===== config.mk =====
export PLATFORM = sky130hd
export DESIGN_NAME = restoring_divider
export DESIGN_NICKNAME = d
export VERILOG_FILES = /design/src/rtl/div_pkg.sv /design/src/rtl/div_sub_stage.sv /design/src/rtl/restoring_divider.sv
export SDC_FILE = /design/constraint.sdc
export NUM_CORES = 1
export LEC_CHECK = 0
export ABC_CLOCK_PERIOD_IN_PS = 5650
export CAP_MARGIN = 0
export CORE_MARGIN = 2
export CORE_UTILIZATION = 45
export CTS_CLUSTER_SIZE = 40
export DETAILED_ROUTE_END_ITERATION = 16
export DONT_BUFFER_PORTS = 1
export GPL_TIMING_DRIVEN = 1
export SLEW_MARGIN = 0
export SYNTH_ARGS = -nofsm -noshare
export SYNTH_HDL_FRONTEND = slang
export SYNTH_SLANG_ARGS = --single-unit

===== constraint.sdc =====
create_clock -name clk -period 5.65 [get_ports clk]
set_input_delay 1.13 -clock clk [delete_from_list [all_inputs] [get_ports clk]]
set_output_delay 1.13 -clock clk [all_outputs]
set_load 0.02 [all_outputs]

===== src/rtl/div_pkg.sv =====
// Shared types and defaults for the restoring divider.
package div_pkg;

  localparam int WIDTH_DEFAULT = 4;

  typedef enum logic [1:0] {
    IDLE = 2'd0,
    RUN  = 2'd1,
    DONE = 2'd2
  } div_state_e;

endpackage


===== src/rtl/div_sub_stage.sv =====
// Combinational trial subtractor for one restoring-division step.
module div_sub_stage #(
  parameter int WIDTH = 4
) (
  input  logic [WIDTH:0] minuend,
  input  logic [WIDTH:0] subtrahend,
  output logic [WIDTH:0] diff,
  output logic           neg
);

  // The minuend is always below twice the subtrahend, so the MSB acts as a sign bit.
  assign diff = minuend - subtrahend;
  assign neg  = diff[WIDTH];

endmodule


===== src/rtl/restoring_divider.sv =====
// Sequential unsigned restoring divider, one quotient bit per clock.
// Optional macro DIV_ZERO_CHECK_EN adds div_err and an early exit for divisor == 0.
module restoring_divider
  import div_pkg::*;
#(
  parameter int WIDTH = WIDTH_DEFAULT
) (
  input  logic             clk,
  input  logic             rst,
  input  logic             start,
  input  logic [WIDTH-1:0] dividend,
  input  logic [WIDTH-1:0] divisor,
  output logic [WIDTH-1:0] quotient,
  output logic [WIDTH-1:0] remainder,
  output logic             busy,
  output logic             done
`ifdef DIV_ZERO_CHECK_EN
  ,
  output logic             div_err
`endif
);

  localparam int CNT_W = $clog2(WIDTH) + 1;

  div_state_e       state;
  logic [WIDTH:0]   rem_p0;
  logic [WIDTH-1:0] quo_p0;
  logic [WIDTH-1:0] dvs_p0;
  logic [CNT_W-1:0] cnt;

  logic [2*WIDTH:0] pair_sh;
  logic [WIDTH:0]   shift_rem;
  logic [WIDTH-1:0] shift_quo;
  logic [WIDTH:0]   trial;
  logic             trial_neg;
  logic [WIDTH:0]   next_rem;
  logic [WIDTH-1:0] next_quo;
  logic             last_iter;

  // Iteration datapath: shift {rem, quo} left, trial subtract, restore on borrow
  assign pair_sh   = {rem_p0, quo_p0} << 1;
  assign shift_rem = pair_sh[2*WIDTH:WIDTH];
  assign shift_quo = pair_sh[WIDTH-1:0];

  div_sub_stage #(.WIDTH(WIDTH)) u_sub (
    .minuend   (shift_rem),
    .subtrahend({1'b0, dvs_p0}),
    .diff      (trial),
    .neg       (trial_neg)
  );

  assign next_rem  = trial_neg ? shift_rem : trial;
  assign next_quo  = shift_quo | {{(WIDTH-1){1'b0}}, ~trial_neg};
  assign last_iter = (cnt == CNT_W'(WIDTH - 1));

  // Control and result registers
  always_ff @(posedge clk) begin
    if (rst) begin
      state     <= IDLE;
      quotient  <= '0;
      remainder <= '0;
      busy      <= 1'b0;
      done      <= 1'b0;
      cnt       <= '0;
`ifdef DIV_ZERO_CHECK_EN
      div_err   <= 1'b0;
`endif
    end else begin
      case (state)
        IDLE: begin
          done <= 1'b0;
          if (start) begin
            quo_p0 <= dividend;
            rem_p0 <= '0;
            dvs_p0 <= divisor;
            cnt    <= '0;
            busy   <= 1'b1;
`ifdef DIV_ZERO_CHECK_EN
            div_err <= (divisor == '0);
            if (divisor == '0) begin
              state     <= DONE;
              quotient  <= '1;
              remainder <= dividend;
              done      <= 1'b1;
            end else begin
              state <= RUN;
            end
`else
            state <= RUN;
`endif
          end
        end
        RUN: begin
          rem_p0 <= next_rem;
          quo_p0 <= next_quo;
          cnt    <= cnt + CNT_W'(1);
          if (last_iter) begin
            state     <= DONE;
            done      <= 1'b1;
            quotient  <= next_quo;
            remainder <= next_rem[WIDTH-1:0];
          end
        end
        DONE: begin
          state <= IDLE;
          done  <= 1'b0;
          busy  <= 1'b0;
        end
        default: begin
          state <= IDLE;
          done  <= 1'b0;
          busy  <= 1'b0;
        end
      endcase
    end
  end

endmodule


==> impl_metrics.py <==
metrics = {
    "floorplanning": {
        "total_number_of_placement_rows": 19,
        "fp.dieArea_mm2": 0.00321,
        "vertical_die_dimension_um": 56.7,
        "initial_core_util": 0.464,
        "ios": 21,
        "die_w_um": 56.7,
        "placeableCoreArea_mm2": 0.00269,
    },
    "placement": {
        "final_hpwl_from_detailed_placement_um": 1710,
        "dp_cells": 156,
        "routabilityCongestion": 0.808,
        "place_worst_setup_slack_ns": 3.25,
        "placement.io_buffers": 0,
    },
    "synth": {
        "synth_seq_area_share": 0.530,
        "synth_area_leader_cell": "sky130_fd_sc_hd__edfxtp_1",
        "synth.top_cells.by_area": "sky130_fd_sc_hd__edfxtp_1 29%, sky130_fd_sc_hd__dfxtp_1 24%, sky130_fd_sc_hd__ha_1 6.0%, sky130_fd_sc_hd__nand2_1 6.0%, sky130_fd_sc_hd__a21oi_1 5.2%",
        "syn_avg_cell_area_um2": 9.75,
        "synth_top_area_share": 0.289,
        "ys_warn_count": 0,
        "ys.flop_type": "sky130_fd_sc_hd__dfxtp_1",
        "netlist_instances": 128,
        "synth.distinct_cells": 29,
        "ys_async_sr_fraction": 0,
        "synthesis.area_mm2": 0.00125,
        "synth_edf_count": 12,
        "count_of_state_elements_after_synthesis": 27,
        "nets_in_the_synthesized_netlist": 146,
    },
    "critical_path": {
        "crit_arrival_ns": 2.65,
        "crit_type": "flip-flop to flip-flop",
        "worst_r2r_endpoint": "remainder[3]",
        "rr_startpoint": "quo_p0[3]",
        "crit_path_max_incr_delay_ns": 0.50,
        "worstPathRequired_ns": 5.88,
        "critical_path.endpoint_type": "flip-flop",
        "rrSetupSlack_ns": 3.23,
        "cp_cell_sequence": "inv_1 -> ha_1 -> inv_1 -> fa_1 -> and3_4 -> nor3_1 -> o21ai_0 -> a311oi_2",
        "worst_r2r_path_depth": 8,
        "startpoint": "quo_p0[3]",
        "worst_setup_path_start_kind": "flip-flop",
        "critPathCapture": "remainder[3]",
        "worstPathBufferInverterCount": 2,
        "cpMaxStageDelayCell": "sky130_fd_sc_hd__nor3_1",
        "cp.depth": 8,
        "timing.critical_path.fanout_max": 6,
        "crit_top_cell": "sky130_fd_sc_hd__inv_1",
        "cpLargestDelayFamily": "simple AND/OR/NAND/NOR gates",
    },
    "cells_and_area": {
        "final_nets": 148,
        "layout.cells.most_common": "sky130_fd_sc_hd__nand2_1",
        "seqCellArea_um2": 661,
        "final_core_utilization": 0.484,
        "final_layout_size_suffix_gt1_frac": 0.0775,
        "multi_input_comb_area_um2": 542,
        "fillCellCount": 256,
        "mostFrequentLayoutCells": "20 x sky130_fd_sc_hd__nand2_1, 15 x sky130_fd_sc_hd__dfxtp_1, 14 x sky130_fd_sc_hd__nor2_1, 13 x sky130_fd_sc_hd__a21oi_1, 12 x sky130_fd_sc_hd__edfxtp_1",
        "non_filler_instances": 160,
        "area_delta_synth_final_pct": 4.31,
        "n_antenna_cell": 0,
    },
    "run": {
        "cap_violations": 0,
    },
    "drt": {
        "drt-total-wl_um": 2240,
        "drt-pass1-iter-count": 4,
        "drt_first_iter_violations": 27,
        "dr_total_vias": 874,
        "postRouteAntennaNets": 0,
        "drt-wirelength-per-cell_um": 14.0,
        "vias_per_cell": 5.46,
        "remaining_drc_errors": 0,
    },
    "cts": {
        "cts_tree": "done",
        "worstSkewPairLatency_ns": 0.31,
        "clk_pin_slew_ns": 0.13,
        "cts_root_buf": "sky130_fd_sc_hd__clkbuf_4",
        "cts_htree_levels": 1,
        "cts-root-to-sink-buffers": 2,
        "cts_num_sinks": 27,
        "cts_repair_resize_count": 0,
        "cts.repair_timing.setup_buffer_count": 0,
        "cts.hold.buffers_added": 0,
        "numCtsBuffers": 3,
    },
    "power_and_ir_drop": {
        "cellLeakagePower_nw": 0.487,
        "power-per-cell-area_mw_per_mm2": 263,
        "vdd.ir_drop.worst_uv": 164,
    },
    "sta": {
        "timing.final.setup_violations": 0,
        "finalCriticalPeriod_ns": 2.42,
        "final.setup_skew_ns": 0.000879,
        "max_freq_mhz": 413,
        "setup_total_negative_slack_ns": 0,
        "maxSlewViolCount": 0,
        "finalWorstSetupSlack_ns": 3.23,
        "fin_crit_sh": 0.429,
        "hold_slack_ns": 0.508,
        "finalHoldViolations": 0,
        "grt_setup_unrepaired": "no",
        "tightest_slew_ns": 0.955,
        "timing.slew.headroom": 0.359,
    },
    "global_route": {
        "vias_in_the_first_global_route": 828,
        "gr-total-overflow": 0,
        "grt_max_degree": 19,
        "grtUsageTotal": 0.155,
        "number_of_antenna_violations_at_the_first_check_in_global_routing": 0,
        "grt_first_pass_wirelength_um": 3840,
    },
    "hold_path": {
        "hold_class": "flip-flop to flip-flop",
    },
    "run_status": {
        "status": "completed",
    },
}
worst min path at each step:
stage                     slack (ns)    from  endpoint  depth (start not counted)
after floorplan                 0.45  cnt[2]    cnt[2]                          2
final                           0.51  cnt[2]    cnt[2]                          2
after global routing            0.55  cnt[2]    cnt[2]                          2
after CTS                       0.51  cnt[2]    cnt[2]                          2
after global placement          0.46  cnt[2]    cnt[2]                          2
after detailed placement        0.48  cnt[2]    cnt[2]                          2
cells in the mapped netlist (3+ instances only):
master	n
sky130_fd_sc_hd__nand2_1	20
sky130_fd_sc_hd__dfxtp_1	15
sky130_fd_sc_hd__nor2_1	14
sky130_fd_sc_hd__a21oi_1	13
sky130_fd_sc_hd__edfxtp_1	12
sky130_fd_sc_hd__inv_1	9
sky130_fd_sc_hd__ha_1	6
sky130_fd_sc_hd__nor3_1	5
sky130_fd_sc_hd__o21ai_0	5
sky130_fd_sc_hd__nand3_1	3
final cells by class:
class,count,share of cell area
clock buffer,4,0.0202
multi-input combinational,89,0.416
sequential,27,0.508
inverter,9,0.0260
tap,31,0.0298
worst reg2reg max path, cell delays in order, from the launching register on:
cell	delay, ns
sky130_fd_sc_hd__edfxtp_1	0.41
sky130_fd_sc_hd__inv_1	0.08
sky130_fd_sc_hd__ha_1	0.17
sky130_fd_sc_hd__inv_1	0.06
sky130_fd_sc_hd__fa_1	0.42
sky130_fd_sc_hd__and3_4	0.19
sky130_fd_sc_hd__nor3_1	0.50
sky130_fd_sc_hd__o21ai_0	0.25
sky130_fd_sc_hd__a311oi_2	0.29
logic make-up after synthesis:
kind of cell	synth area share
AOI/OAI and AO/OA	0.159
adders and majority gates	0.0762
buffers and inverters	0.0361
DFF	0.530
and+or+nand+nor	0.199
power by group:
group | switching, W | internal (W) | leakage, nW
Clock | 0.0000497 | 0.0000275 | 0.0150
Combinational | 0.0000269 | 0.0000188 | 0.236
Sequential | 0.00000613 | 0.000214 | 0.236
layer usage:
metal,up-vias,share of wire,global-route usage
li1,452,-,-
met2,23,0.43,0.228
met4,0,0.0089,0.0612
met1,397,0.51,0.219
met3,2,0.053,0.0392
met5,-,0,0
flip-flops by register name, summed over array words and instances, names as in the netlist:
register and count:
dvs_p0 4, quo_p0 4, quotient 4, rem_p0 4, remainder 4, cnt 3, state 2, busy 1
done 1
through the flow:
step | total power, W | instance area (µm²)
after floorplan | 0.000261 | 1250
final | 0.000343 | 1300
after CTS | 0.000348 | 1300
after detailed placement | 0.000270 | 1270
after global routing | 0.000364 | 1300
after global placement | 0.000269 | 1270
Power figures use the tool's default switching activity.
